--- src/rtl/eth_tx_pkg.sv ---
// Shared types and constants for the RMII transmit path (eth_tx and its framer).
// Contents: framer state encoding, payload length limits, inter-packet gap length.
// Pure declarations; no logic and no timing.
package eth_tx_pkg;

  // Framer states. IDLE/PASS accept payload; the rest stall upstream.
  typedef enum logic [2:0] {
    IDLE,
    PASS,
    PAD,
    COMMIT,
    WAIT_START,
    WAIT_END,
    IPG
  } eth_tx_framer_state_t;

  // Ethernet minimum payload; shorter frames are zero-padded up to this.
  localparam int pMIN_PAYLOAD = 46;
  // Largest payload forwarded; must not exceed the eth_tx FIFO depth.
  localparam int pMAX_PAYLOAD = 1500;
  // Idle clocks after Tx_En falls: 96 bit times at 2 bits per RMII clock.
  localparam int pIPG_CLKS    = 48;

endpackage

--- src/rtl/eth_tx_framer.sv ---
// Upstream feeder for eth_tx: takes one payload per frame, pads/truncates it, writes the
// eth_tx FIFO one cycle after each accepted beat, pulses Eth_Pkt_Rdy, then waits out the frame
// and the inter-packet gap. S_Ready is high only in IDLE/PASS; upstream stalls otherwise.
//
// Ports:
//   Clk, Rst_n                      RMII reference clock, async active-low reset
//   S_Data/S_Valid/S_Last/S_Ready   payload byte stream (valid/ready/last)
//   Tx_En                           from eth_tx; high while the frame is on the wire
//   Eth_Byte/Eth_Byte_Valid         eth_tx FIFO write port
//   Eth_Pkt_Rdy, Pkt_Len, Pkt_Trunc frame commit pulse, forwarded length, truncation pulse
//   Pkt_Done                        pulse when the inter-packet gap has expired
module eth_tx_framer
  import eth_tx_pkg::*;
#(
  parameter int pMIN_PAYLOAD = eth_tx_pkg::pMIN_PAYLOAD,
  parameter int pMAX_PAYLOAD = eth_tx_pkg::pMAX_PAYLOAD,
  parameter int pIPG_CLKS    = eth_tx_pkg::pIPG_CLKS
) (
  input  logic        Clk,
  input  logic        Rst_n,
  input  logic [7:0]  S_Data,
  input  logic        S_Valid,
  input  logic        S_Last,
  output logic        S_Ready,
  input  logic        Tx_En,
  output logic [7:0]  Eth_Byte,
  output logic        Eth_Byte_Valid,
  output logic        Eth_Pkt_Rdy,
  output logic [10:0] Pkt_Len,
  output logic        Pkt_Trunc,
  output logic        Pkt_Done
);

  localparam int          IPG_W    = $clog2(pIPG_CLKS + 1);
  localparam logic [10:0] MIN_C    = 11'(pMIN_PAYLOAD);
  localparam logic [10:0] MAX_C    = 11'(pMAX_PAYLOAD);
  localparam logic [IPG_W-1:0] IPG_LOAD = IPG_W'(pIPG_CLKS - 1);

  eth_tx_framer_state_t state_q;
  logic [10:0]      cnt_q;
  logic [IPG_W-1:0] ipg_q;
  logic             trunc_q;

  logic [7:0]       eth_byte_q;
  logic             eth_byte_valid_q;
  logic             pkt_rdy_q;
  logic [10:0]      pkt_len_q;
  logic             pkt_trunc_q;
  logic             pkt_done_q;

  logic             beat;
  logic             room;
  logic [10:0]      cnt_inc;
  logic [10:0]      cnt_d;

  assign S_Ready = (state_q == IDLE) || (state_q == PASS);
  assign beat    = S_Valid && S_Ready;

  // room: the current beat still fits under the truncation limit.
  // cnt_d is the byte count once this PASS beat has been handled, used for the pad decision.
  always_comb begin
    room    = 1'b0;
    cnt_inc = cnt_q + 11'd1;
    cnt_d   = cnt_q;
    if (cnt_q < MAX_C) begin
      room  = 1'b1;
      cnt_d = cnt_inc;
    end
  end

  always_ff @(posedge Clk or negedge Rst_n) begin
    if (!Rst_n) begin
      state_q          <= IDLE;
      cnt_q            <= '0;
      ipg_q            <= '0;
      trunc_q          <= 1'b0;
      eth_byte_q       <= '0;
      eth_byte_valid_q <= 1'b0;
      pkt_rdy_q        <= 1'b0;
      pkt_len_q        <= '0;
      pkt_trunc_q      <= 1'b0;
      pkt_done_q       <= 1'b0;
    end else begin
      // Strobes are single-cycle unless a state re-asserts them.
      eth_byte_valid_q <= 1'b0;
      pkt_rdy_q        <= 1'b0;
      pkt_trunc_q      <= 1'b0;
      pkt_done_q       <= 1'b0;

      unique case (state_q)
        IDLE: begin
          if (beat) begin
            eth_byte_q       <= S_Data;
            eth_byte_valid_q <= 1'b1;
            cnt_q            <= 11'd1;
            if (S_Last) begin
              state_q <= (11'd1 < MIN_C) ? PAD : COMMIT;
            end else begin
              state_q <= PASS;
            end
          end
        end

        PASS: begin
          if (beat) begin
            if (room) begin
              eth_byte_q       <= S_Data;
              eth_byte_valid_q <= 1'b1;
              cnt_q            <= cnt_inc;
            end else begin
              // Over the limit: accept the beat so upstream drains, but drop the byte.
              trunc_q <= 1'b1;
            end
            if (S_Last) begin
              state_q <= (cnt_d < MIN_C) ? PAD : COMMIT;
            end
          end
        end

        PAD: begin
          // Entered only with cnt_q below the minimum; leave on the last pad write so
          // COMMIT lands the cycle that write becomes visible.
          eth_byte_q       <= 8'h00;
          eth_byte_valid_q <= 1'b1;
          cnt_q            <= cnt_inc;
          if (cnt_inc >= MIN_C) begin
            state_q <= COMMIT;
          end
        end

        COMMIT: begin
          pkt_rdy_q   <= 1'b1;
          pkt_len_q   <= cnt_q;
          pkt_trunc_q <= trunc_q;
          trunc_q     <= 1'b0;
          state_q     <= WAIT_START;
        end

        WAIT_START: begin
          if (Tx_En) begin
            state_q <= WAIT_END;
          end
        end

        WAIT_END: begin
          if (!Tx_En) begin
            ipg_q   <= IPG_LOAD;
            state_q <= IPG;
          end
        end

        IPG: begin
          if (ipg_q == '0) begin
            pkt_done_q <= 1'b1;
            cnt_q      <= '0;
            state_q    <= IDLE;
          end else begin
            ipg_q <= ipg_q - IPG_W'(1);
          end
        end

        default: begin
          state_q <= IDLE;
        end
      endcase
    end
  end

  assign Eth_Byte       = eth_byte_q;
  assign Eth_Byte_Valid = eth_byte_valid_q;
  assign Eth_Pkt_Rdy    = pkt_rdy_q;
  assign Pkt_Len        = pkt_len_q;
  assign Pkt_Trunc      = pkt_trunc_q;
  assign Pkt_Done       = pkt_done_q;

endmodule
--- config.mk ---
export PLATFORM = sky130hd
export DESIGN_NAME = eth_tx_framer
export DESIGN_NICKNAME = d
export VERILOG_FILES = /design/src/rtl/eth_tx_pkg.sv /design/src/rtl/eth_tx_framer.sv
export SDC_FILE = /design/constraint.sdc
export NUM_CORES = 1
export LEC_CHECK = 0
export ABC_CLOCK_PERIOD_IN_PS = 3120
export CORE_MARGIN = 2
export CORE_UTILIZATION = 60
export CTS_BUF_LIST = sky130_fd_sc_hd__clkbuf_8
export DETAILED_ROUTE_END_ITERATION = 12
export PLACE_DENSITY = 0.94
export SLEW_MARGIN = 20
export SYNTH_ARGS = -nofsm -noshare
export SYNTH_HDL_FRONTEND = slang
export SYNTH_SLANG_ARGS = --single-unit
--- constraint.sdc ---
create_clock -name Clk -period 3.12 [get_ports Clk]
set_input_delay 0.312 -clock Clk [delete_from_list [all_inputs] [get_ports Clk]]
set_output_delay 0.312 -clock Clk [all_outputs]
set_load 0.01 [all_outputs]
Word-level counts from Yosys, hierarchy flattened
Cells that the tools add are included.
{"block": "totals", "output_inout_bits": 24, "input_bits": 13, "reg_bits": 44, "wordCells": 79}
{"block": "op_classes", "n_addsub": 2, "eq_ne": 16, "n_mux": 35, "order_cmp": 3, "n_reduce_logical": 13}
{"op": "11-bit two-way mux", "n": 5}
{"op": "11-bit one-hot mux with 4 select lines", "n": 1}
{"op": "8-bit two-way mux", "n": 3}
{"op": "8-bit one-hot mux with 3 select lines", "n": 1}
{"op": "3-bit two-way mux", "n": 7}
{"op": "3-bit one-hot mux with 7 select lines", "n": 1}
{"op": "2-bit != test (second input constant)", "n": 10}
{"op": "6-bit two-way mux", "n": 2}
{"op": "6-bit one-hot mux with 2 select lines", "n": 1}
{"op": "11-bit by 1-bit adder with 11-bit output (second input constant)", "n": 1}
{"op": "11-bit by 6-bit greater-or-equal comparator with 1-bit output (second input constant)", "n": 1}
{"op": "11-bit < comparator (second input constant)", "n": 1}
{"op": "11-bit by 6-bit < comparator with 1-bit output (second input constant)", "n": 1}
{"op": "1-bit two-way mux", "n": 11}
{"op": "3-bit == test (second input constant)", "n": 3}
{"op": "7-bit AND reduction", "n": 1}
{"op": "3-bit by 2-bit == test with 1-bit output (second input constant)", "n": 2}
{"op": "6-bit logical NOT", "n": 1}
{"op": "3-bit AND reduction", "n": 2}
{"op": "6-bit by 1-bit subtractor with 6-bit output (second input constant)", "n": 1}
{"op": "5-bit AND reduction", "n": 1}
{"op": "4-bit AND reduction", "n": 1}
{"op": "2-bit nonzero test", "n": 2}
{"op": "4-bit nonzero test", "n": 1}
{"op": "8 further kinds", "n": 8}

Logic depth before layout (Yosys ltp)
Gate-level depths: netlist (run 1).
{"block": "depth", "word_depth": 7, "mapped_depth": 7, "mapped_depth_nobuf": 7}

Least setup slack after synthesis (run 1)
No wires, ideal clock.
{"block": "synth_timing", "path_type": "register to register", "start": "register cnt_q[0]", "end": "register state_q[0]", "stages_incl_launch_ff": 7, "setup_ps": 124, "setup_slack_ps": 1340, "synth_period_minus_slack_ps": 1780, "arrival_time_ps": 1656, "n_path_buf": 1, "required_ps": 2996, "cell_sequence": "dfrtp_1 ha_1 clkbuf_1 o31ai_1 a21oi_1 a32o_1 o31a_1"}
{"block": "synth_via", "elab_chain_len": 7, "elab_cells_between_ends": 11, "classes_between": "add/sub: 1; order compare: 3; eq/ne: 1; mux: 5; reduce/logical: 1"}
{"element": "from (decl)", "line_no": "eth_tx_framer.sv:40", "source": "logic [10:0] cnt_q;"}
{"element": "from (signal assigned)", "line_no": "eth_tx_framer.sv:109", "source": "cnt_q <= cnt_inc;"}
{"element": "from (signal assigned)", "line_no": "eth_tx_framer.sv:125", "source": "cnt_q <= cnt_inc;"}
{"element": "11-bit by 1-bit adder with 11-bit output or 11-bit < comparator (tied branches)", "line_no": "eth_tx_framer.sv:63, eth_tx_framer.sv:65"}
{"element": "11-bit two-way mux", "line_no": "eth_tx_framer.sv:65", "source": "if (cnt_q < MAX_C) begin"}
{"element": "11-bit by 6-bit < comparator with 1-bit output", "line_no": "eth_tx_framer.sv:115", "source": "state_q <= (cnt_d < MIN_C) ? PAD : COMMIT;"}
{"element": "1-bit two-way mux", "line_no": "eth_tx_framer.sv:115"}
{"element": "3-bit two-way mux", "line_no": "eth_tx_framer.sv:114", "source": "if (S_Last) begin"}
{"element": "3-bit two-way mux", "line_no": "eth_tx_framer.sv:105", "source": "if (beat) begin"}
{"element": "3-bit one-hot mux with 7 select lines", "line_no": "eth_tx_framer.sv:90", "source": "unique case (state_q)"}
{"element": "to (signal assigned)", "line_no": "eth_tx_framer.sv:97", "source": "state_q <= (11'd1 < MIN_C) ? PAD : COMMIT;"}
{"element": "to (signal assigned)", "line_no": "eth_tx_framer.sv:115"}
{"element": "to (decl)", "line_no": "eth_tx_framer.sv:39", "source": "eth_tx_framer_state_t state_q;"}
Several ways; a longest one is shown, not always the timed one. The select of a mux whose other input is x is not followed.
A chain may end at the register's enable or synchronous reset.

Final worst setup path (run 1)
{"block": "layout_timing", "start": "register state_q[1]", "end": "register cnt_q[10]"}
{"block": "layout_via", "elab_chain_len": 5, "elab_cells_between_ends": 13, "classes_between": "eq/ne: 7; mux: 1; reduce/logical: 5"}
{"element": "3-bit by 1-bit == test with 1-bit output or 3-bit logical NOT (tied branches)", "line_no": "eth_tx_framer.sv:56, eth_tx_framer.sv:90"}
{"element": "1-bit logical OR", "line_no": "eth_tx_framer.sv:56", "source": "assign S_Ready = (state_q == IDLE) || (state_q == PASS);"}
{"element": "1-bit logical AND", "line_no": "eth_tx_framer.sv:57", "source": "assign beat = S_Valid && S_Ready;"}
{"element": "2-bit != test (no source line)"}
{"element": "5-bit AND reduction (no source line)"}
Several ways; a longest one is shown, not always the timed one.

==> results list, run 1 <==
- The congestion estimate from routability-driven global placement came to 0.911.
- Violations in the final reports: hold timing
- Post-route DRC violation count: 0
* I/O Buffers: 36
- The worst setup path is launched from a flip-flop.
* Number of warnings reported in the yosys synthesis log: 0
* Setup repair after global routing missed its margin: no
- Of the post-synthesis cell area, the dominant cell type holds 46.1%.
* Via count of the first global-routing pass: 1919
- Area taken by flip-flops and latches: 0.00110 mm²
- In this run the static leakage power is 1.29 nW.
- Net count after synthesis: 285
- After detailed placement, the design holds a cell count of 334.
* Global-route usage over all layers: 26.7%
* Library cell with the largest summed area after synthesis: sky130_fd_sc_hd__dfrtp_1
- The routed design has 5420 µm of wire.
* Minimum setup slack among reg-to-reg paths: 0.91 ns
- Dominant combinational cell family by area after synthesis: simple AND/OR/NAND/NOR gates
* Busiest layer in global routing: met2
- Final hold slack: -0.0247 ns
- Across the VDD grid, the largest voltage drop is 0.506 mV.
- The number of cells on the worst reg-to-reg path is 5.
- The min-delay analysis places its worst path in the category in2async.
- In this run the mean area of a mapped cell was 8.92 µm².
* Post-detailed-route via-to-cell ratio: 6.07
- Dividing the final minimum period by the clock period gives 70.8%.
- # IOs: 37
- Counting I/O delays and the setup requirement, the final critical path takes 2.21 ns.
- The clock tree synthesis step divided the H-tree into 2 levels.
- The first detailed-routing pass ran for 6 iterations.
- The initial utilization of the core area, before any placement, comes to 63.8%.
- Synth cell types: 56
- Number of clock sinks: 44
- Core area: 0.00374 mm²
- Power spread over the standard cell area amounts to 846 mW/mm².
* Sum of negative setup slack: 0 ns
- Headroom to the max-slew limit came out at 63.2%.
- In this run, synthesis inferred 0 flip-flops with an integrated enable.
- Slew of the pin with the lowest slew margin: 0.553 ns
* Overall die width: 67.1 µm
- The number of pins exceeding their max-slew limit in the final report came to 0.
- Hold violation count in the final report: 27
- Clock root buffer: sky130_fd_sc_hd__clkbuf_8
- Post-synthesis mux area share: 0.890%
* Most common cell after layout, fill and taps aside: sky130_fd_sc_hd__nand2_1
* Share of layout cells above drive strength 1: 6.46%
- Growth of design area from synthesis to finish: 19.0%
- The later pin in the worst-skew pair is clocked with a latency of 0.31 ns.
- Placed wire-length estimate after detailed placement: 3630 µm
- In this run, post-CTS hold repair placed 0 buffers.
* Area contributors post-synth: sky130_fd_sc_hd__dfrtp_1, sky130_fd_sc_hd__nand2_1, sky130_fd_sc_hd__o21ai_0
- TritonCTS built the clock tree.
- Setup violations remaining at the end of the flow were counted as 0.
* Cell-by-cell trace of the critical path: inv_1, or3_1, o21a_4, or4_1, o221ai_1
* Type of the worst setup path: reg2reg
* Clock-pin slew of the registers on the worst-case setup and hold paths: 0.09 ns
* Xor and xnor area share after synthesis: 1.83%
* Total power: 0.00240 W
- Met1 Resource Use GR: 35.2%
* Share of the synthesized area in compound gates (AO/OA/AOI/OAI): 20.0%
- The count of cells in the finished layout, fillers not included, comes to 342.
- Synthesis produced a netlist whose cell count is 268.
- For this design, the slowest cell found on the critical path is sky130_fd_sc_hd__dfrtp_1.
- For this run, the slowest stage of the critical path takes 0.57 ns.
- The worst register-to-register path ends at cnt_q[10].
- Number of nets with antenna violations after routing: 0
- TritonCTS created 5 clock buffers.
- Reg-to-reg critical path startpoint: state_q[1]
- Die area: 0.00450 mm²
- Dividing the detail-routed wire length by the instance count gives 15.8 µm.
- Achievable frequency: 452 MHz
- Data on the critical path arrives at its endpoint at 2.44 ns.
- Synthesized-area fraction occupied by adder cells: 2.51%
- Post-route worst setup slack: 0.910 ns
* Flops & latches, synth: 44
- FFs w/ async S/R, synth: 100%
* First-pass GRT wire length: 8930 µm
* Req. time, crit path: 3.35 ns
- Filler cell count: 275
- The die is 67.1 µm tall.
* Worst clock skew: 0.0118 ns
- # Post-CTS Setup Buffers: 0
- Number of nets in the layout: 310
* Number of antenna violations at the first check in global routing: 0
- Largest net degree at the start of global routing: 45
* Sequential fraction of the synthesis area: 46.1%
- The run finished, with violations left.
- The tool flagged a number of max-cap violations equal to 0.
- The floorplan has 22 rows.
- Endpoint type of the worst setup path: flip-flop
- Once the clock tree was built, the resizer swapped 0 gates to a different size.
- After the first detailed-routing iteration, the DRC count stood at 200.
* Met3 Usage GRT: 4.56%
* Vias after detailed routing: 2075
* Area share of and/or/nand/nor cells after synthesis: 23.6%
* Global route total overflow: 0
* Number of antenna repair diodes: 0
* Maximum fanout count along the critical path: 13
* CTS Buffer Depth: 2
- Combined area of the multi-input logic cells: 0.00117 mm²
* Minimum setup slack after placement: 0.927 ns
- Netlist area before placement: 0.00239 mm²
- Most instantiated flip-flop cell in the synthesis netlist: sky130_fd_sc_hd__dfrtp_1
* Met2 track utilization from global routing: 43.9%
- Highest-count cells in the layout ignoring fill and taps: sky130_fd_sc_hd__nand2_1, sky130_fd_sc_hd__dfrtp_1, sky130_fd_sc_hd__clkdlybuf4s50_1, sky130_fd_sc_hd__o21ai_0, sky130_fd_sc_hd__nor2_1
## synth_stat cells, types with 4 or more instances
cell and number:
sky130_fd_sc_hd__nor2_1 11, sky130_fd_sc_hd__nand3_1 7, sky130_fd_sc_hd__buf_2 8, sky130_fd_sc_hd__nor2b_1 5
sky130_fd_sc_hd__nand2_1 58, sky130_fd_sc_hd__and3_1 6, sky130_fd_sc_hd__o21ai_0 20, sky130_fd_sc_hd__a21oi_1 5
sky130_fd_sc_hd__clkbuf_1 9, sky130_fd_sc_hd__dfrtp_1 44, sky130_fd_sc_hd__inv_1 10, sky130_fd_sc_hd__nor3_1 9
sky130_fd_sc_hd__a211o_1 5, sky130_fd_sc_hd__a31oi_1 5, sky130_fd_sc_hd__ha_1 4, sky130_fd_sc_hd__o31ai_1 4
## state kept, by name, summed over array words and instances (netlist names)
name and count:
Pkt_Trunc 1, Eth_Pkt_Rdy 1, Eth_Byte_Valid 1, cnt_q 11, ipg_q 6, Pkt_Len 11
Pkt_Done 1, Eth_Byte 8, trunc_q 1, state_q 3
## metrics by stage
| stage | utilization, % | instance area (µm²) |
|---|---|---|
| after detailed placement | 72.7 | 2720 |
| after CTS | 75.9 | 2840 |
| after floorplan | - | 2390 |
| final | 76.0 | 2840 |
| after global routing | 76.0 | 2840 |
| after global placement | 72.7 | 2720 |
## report_power, final
group / leakage (nW) / switching, W / total (W) / internal, W
combinational: 0.665 / 0.000524 / 0.000985 / 0.000461
sequential: 0.568 / 0.000208 / 0.000954 / 0.000746
clock: 0.0614 / 0.000204 / 0.000466 / 0.000262
total: 1.29 / 0.000936 / 0.00240 / 0.00147
## cell type report
class,count,area share [%]
Tap cell,48,2.11
Sequential cell,44,38.7
Timing Repair Buffer,36,12.6
Multi-Input combinational cell,196,41.0
Inverter,10,1.32
Clock buffer,6,2.90
Clock inverter,2,1.36
## cells by family (layout without fill, tap and decap cells)
| kind of cell | after synthesis | count (layout) |
|---|---|---|
| fa+ha+maj | 5 | 5 |
| simple gates | 118 | 118 |
| buf+inv | 28 | 54 |
| flops | 44 | 44 |
| mux | 2 | 2 |
| compound gates | 66 | 66 |
| xor+xnor | 5 | 5 |
## worst max-delay path, delay by kind of cell, from the launching register on
family,cells,cell delay [ns]
AO/OA/AOI/OAI,2,0.30
buffers and inverters,1,0.20
flip-flops,1,0.57
AND/OR/NAND/NOR,2,1.06
## metal layers
metal	up-vias	part of all wire, %
met2	68	49
met5	-	0
met3	11	5.0
li1	1000	-
met1	996	44
met4	0	1.7
## worst max-delay path by stage
stage	end	startpoint	slack, ns
after floorplan	state_q[0]	cnt_q[0]	1.34
after global placement	cnt_q[10]	state_q[1]	1.01
after detailed placement	cnt_q[10]	state_q[1]	0.93
after CTS	cnt_q[10]	state_q[1]	0.93
after global routing	cnt_q[10]	state_q[1]	0.77
final	cnt_q[10]	state_q[1]	0.91
Note: power is estimated with default switching activity, not from simulation.
==> run 2, diff against run 1 <==
Settings changed: ABC_CLOCK_PERIOD_IN_PS 3120 to 2029, CORE_UTILIZATION 60 to 50, PLACE_DENSITY 0.94 to 0.84.
Clock period 3.12 ns to 2.03 ns, I/O delays scaled along.
==> run 2 against run 1 <==
The run now ends clean; total power rose by 57%; combinational power up 85%; highest routed layer unchanged; non-clock buffer count increased by 22; via count rose by 2.0%.
==> results list, run 2 (synthesis gave the netlist of run 1 again) <==
* Result of the run: completed (was complete, but fails checks)
- The fraction of met3 tracks used by global routing is 4.14% (was 4.56%).
- The insertion delay to the later sink of the worst-skew pair was 0.30 ns (was 0.31 ns).
- The logic depth of the worst register-to-register path is 7 (was 5).
- Global-route usage over all layers: 21.8% (was 26.7%)
* Setup repair after global routing missed its margin: no (unchanged)
* P_int: 0.00229 W (was 0.00147 W)
- The fraction of power spent switching nets was 39.3% (was 38.9%).
- The setup fix buffers added after clock tree synthesis is 0 (unchanged).
* Post-detailed-route via-to-cell ratio: 5.72 (was 6.07)
- Number of nets in the layout: 332 (was 310)
* Final critical-path required period: 1.93 ns (was 2.21 ns)
* Endpoint of the worst-slack reg-to-reg timing path: cnt_q[2] (was cnt_q[10])
* Max VDD drop: 0.652 mV (was 0.506 mV)
- The area growth from synthesis to layout was 25.5% (was 19.0%).
- The endpoint kind of the worst setup timing path was a flip-flop (unchanged).
- Total iterations of the first detailed-routing run: 4 (was 6)
* Site row count: 25 (was 22)
* Number of nets with antenna violations after routing: 0 (unchanged)
- The count of endpoints failing hold in the final timing report came to 0 (was 27).
* Crit path DAT: 2.12 ns (was 2.44 ns)
* Minimum setup slack among reg-to-reg paths: 0.1 ns (was 0.91 ns)
- Clock root buffer: sky130_fd_sc_hd__clkbuf_8 (unchanged)
- Most common cell after layout, fill and taps aside: sky130_fd_sc_hd__nand2_1 (unchanged)
* Final hold slack: 0.455 ns (was -0.0247 ns)
- The area of the core is 0.00466 mm² (was 0.00374 mm²).
- Post-layout instance count excluding filler cells: 370 (was 342)
- The number of I/O port buffers is 36 (unchanged).
- The violation count after the first detailed-routing iteration came to 151 (was 200).
* Highest-count cells in the layout ignoring fill and taps: sky130_fd_sc_hd__nand2_1, sky130_fd_sc_hd__dfrtp_1, sky130_fd_sc_hd__clkdlybuf4s50_1, sky130_fd_sc_hd__buf_4, sky130_fd_sc_hd__o21ai_0 (was sky130_fd_sc_hd__nand2_1, sky130_fd_sc_hd__dfrtp_1, sky130_fd_sc_hd__clkdlybuf4s50_1, sky130_fd_sc_hd__o21ai_0, sky130_fd_sc_hd__nor2_1)
- The number of buffers on the longest clock path came to 2 (unchanged).
- Global route total overflow: 0 (unchanged)
* Reg-to-reg critical path startpoint: ipg_q[0] (was state_q[1])
- Hold_sp: S_Data[5]
- Count of max-cap constraint violations: 0 (unchanged)
- The total I/O pin count came to 37 (unchanged).
* Worst clock skew: 0.00597 ns (was 0.0118 ns)
* DRT Wirelength: 5560 µm (was 5420 µm)
* Clk pwr share: 15.2% (was 19.4%)
- The number of buffers added by the clock tree synthesis step was 5 (unchanged).
* Placed wire-length estimate after detailed placement: 3950 µm (was 3630 µm)
- The worst hold path class is in2reg (was in2async).
* Die area: 0.00535 mm² (was 0.00450 mm²)
- The most used routing layer was met2 (unchanged).
* Psw: 0.00148 W (was 0.000936 W)
* Number of clock sinks: 44 (unchanged)
- Clock-pin slew of the registers on the worst-case setup and hold paths: 0.08 ns (was 0.09 ns)
- The met1 usage came to 29.0% (was 35.2%).
* Routed length per placed instance: 15.0 µm (was 15.8 µm)
- The placer's final routability congestion estimate was 0.907 (was 0.911).
- The worst hold path terminates at Eth_Byte[5].
* Vias after detailed routing: 2117 (was 2075)
* First-pass GRT wire length: 9080 µm (was 8930 µm)
* Post-route DRC violation count: 0 (unchanged)
- The fraction of final layout cells with drive strength greater than 1 is 13.6% (was 6.46%).
- Clock tree from TritonCTS: done (unchanged)
- Slew of the pin with the lowest slew margin: 0.568 ns (was 0.553 ns)
* Number of instances in the placed design: 361 (was 334)
* Met2 track utilization from global routing: 36.6% (was 43.9%)
- Number of antenna repair diodes: 0 (unchanged)
- The horizontal die dimension is 73.1 µm (was 67.1 µm).
- Effective utilization at floorplan: 51.3% (was 63.8%)
- Relative contribution of combinational cells to total power: 48.5% (was 41.0%)
* Headroom to the max-slew limit: 62.1% (was 63.2%)
- The die boundary height was 73.1 µm (was 67.1 µm).
* Setup violation total in the final timing report: 0 (unchanged)
- Final period util: 95.3% (was 70.8%)
* Req. time, crit path: 2.21 ns (was 3.35 ns)
* Max-slew violation count: 0 (unchanged)
* Maximum fanout count along the critical path: 7 (was 13)
- The H-tree depth came to 2 (unchanged).
- Achievable frequency: 517 MHz (was 452 MHz)
- The via count of the first global-routing pass is 1989 (was 1919).
* Leakage: 1.40 nW (was 1.29 nW)
* Sum of negative setup slack: 0 ns (unchanged)
* Hold path cells: 3
- Largest net degree at the start of global routing: 45 (unchanged)
* Power density normalized to cell area: 1250 mW/mm² (was 846 mW/mm²)
* Type of the worst setup path: reg2reg (unchanged)
- The number of antenna violations at the first check in global routing was 0 (unchanged).
* Critical Path Start Type: flip-flop (unchanged)
* Relative contribution of sequential cells to total power: 36.3% (was 39.7%)
## run 2: cell types whose count changed in the layout (fill, tap and decap cells not counted)
cell,previous run,this run
sky130_fd_sc_hd__a21oi_1,5,4
sky130_fd_sc_hd__a21oi_2,0,1
sky130_fd_sc_hd__buf_2,0,1
sky130_fd_sc_hd__buf_4,1,21
sky130_fd_sc_hd__bufinv_16,1,0
sky130_fd_sc_hd__clkinv_2,0,2
sky130_fd_sc_hd__clkinv_4,1,0
sky130_fd_sc_hd__dlygate4sd3_1,0,1
sky130_fd_sc_hd__o21a_1,1,0
sky130_fd_sc_hd__o21a_2,0,1
sky130_fd_sc_hd__o41ai_1,1,0
sky130_fd_sc_hd__o41ai_2,0,1
## run 2: per-layer routing
layer | vias to the layer above | share of wire [%]
met5 | - | 0
met4 | 0 | 1.2
met3 | 5 | 3.6
met2 | 46 | 51
met1 | 1029 | 45
li1 | 1037 | -
## run 2: power by group through the flow
| stage | combinational [W] | clock, W | sequential [W] |
|---|---|---|---|
| floorplan | 0.000951 | 0 | 0.00141 |
| global route | 0.00201 | 0.000607 | 0.00139 |
| detailed placement | 0.00179 | 0 | 0.00138 |
| global placement | 0.00173 | 0 | 0.00136 |
| CTS | 0.00181 | 0.000582 | 0.00136 |
| finish | 0.00182 | 0.000574 | 0.00137 |
## run 2: final cells by class
type,count,area (µm²)
repair buffers,58,523
flip-flops and latches,44,1100
multi-input cells,196,1180
clock buffers,6,82.6
clock inverters,2,10.0
fillers,382,1660
inverters,10,37.5
well taps,54,67.6
## run 2: per-stage QoR
| stage | utilization (%) | cell area (µm²) | total power, W | setup slack (ns) |
|---|---|---|---|---|
| 2_1_floorplan | - | 2390 | 0.00236 | 0.250 |
| 3_3_place_gp | 61.9 | 2890 | 0.00309 | 0.101 |
| 3_5_place_dp | 61.9 | 2890 | 0.00317 | 0.0243 |
| 4_1_cts | 64.1 | 2990 | 0.00375 | 0.0123 |
| 5_1_grt | 64.4 | 3000 | 0.00400 | 0.00290 |
| 6_report | 64.4 | 3000 | 0.00377 | 0.0959 |
## run 2: worst max path at each step
stage / start / endpoint / slack [ns] / depth (start not counted)
final: ipg_q[0] / cnt_q[2] / 0.1 / 7
after global routing: cnt_q[9] / Eth_Byte[4] / 0.003 / 5
after CTS: ipg_q[0] / cnt_q[2] / 0.01 / 7
after detailed placement: ipg_q[0] / cnt_q[2] / 0.02 / 7
after global placement: ipg_q[0] / cnt_q[7] / 0.10 / 7
after floorplan: cnt_q[0] / state_q[0] / 0.25 / 6
## run 2: worst max-delay path: stages (launching register included)
cell and delay [ns]:
sky130_fd_sc_hd__dfrtp_1 0.42, sky130_fd_sc_hd__inv_1 0.09, sky130_fd_sc_hd__ha_1 0.19, sky130_fd_sc_hd__nand2b_1 0.10, sky130_fd_sc_hd__o41ai_2 0.25, sky130_fd_sc_hd__a21oi_2 0.11
sky130_fd_sc_hd__o21a_2 0.28, sky130_fd_sc_hd__a221o_1 0.38
## run 2: what timing repair did
action                                  in CTS  in global routing
endpoints found under the hold margin       11                  0
hold buffers                                 1                  0
endpoints found under the setup margin       3                  6
pin swaps                                    0                  1
resized for setup                            1                  2
==> run 3, diff against run 2 <==
Settings changed: CAP_MARGIN from default to 20.
==> results of run 3 <==
No change in the layout: final DEF, timing and power equal those of run 2.
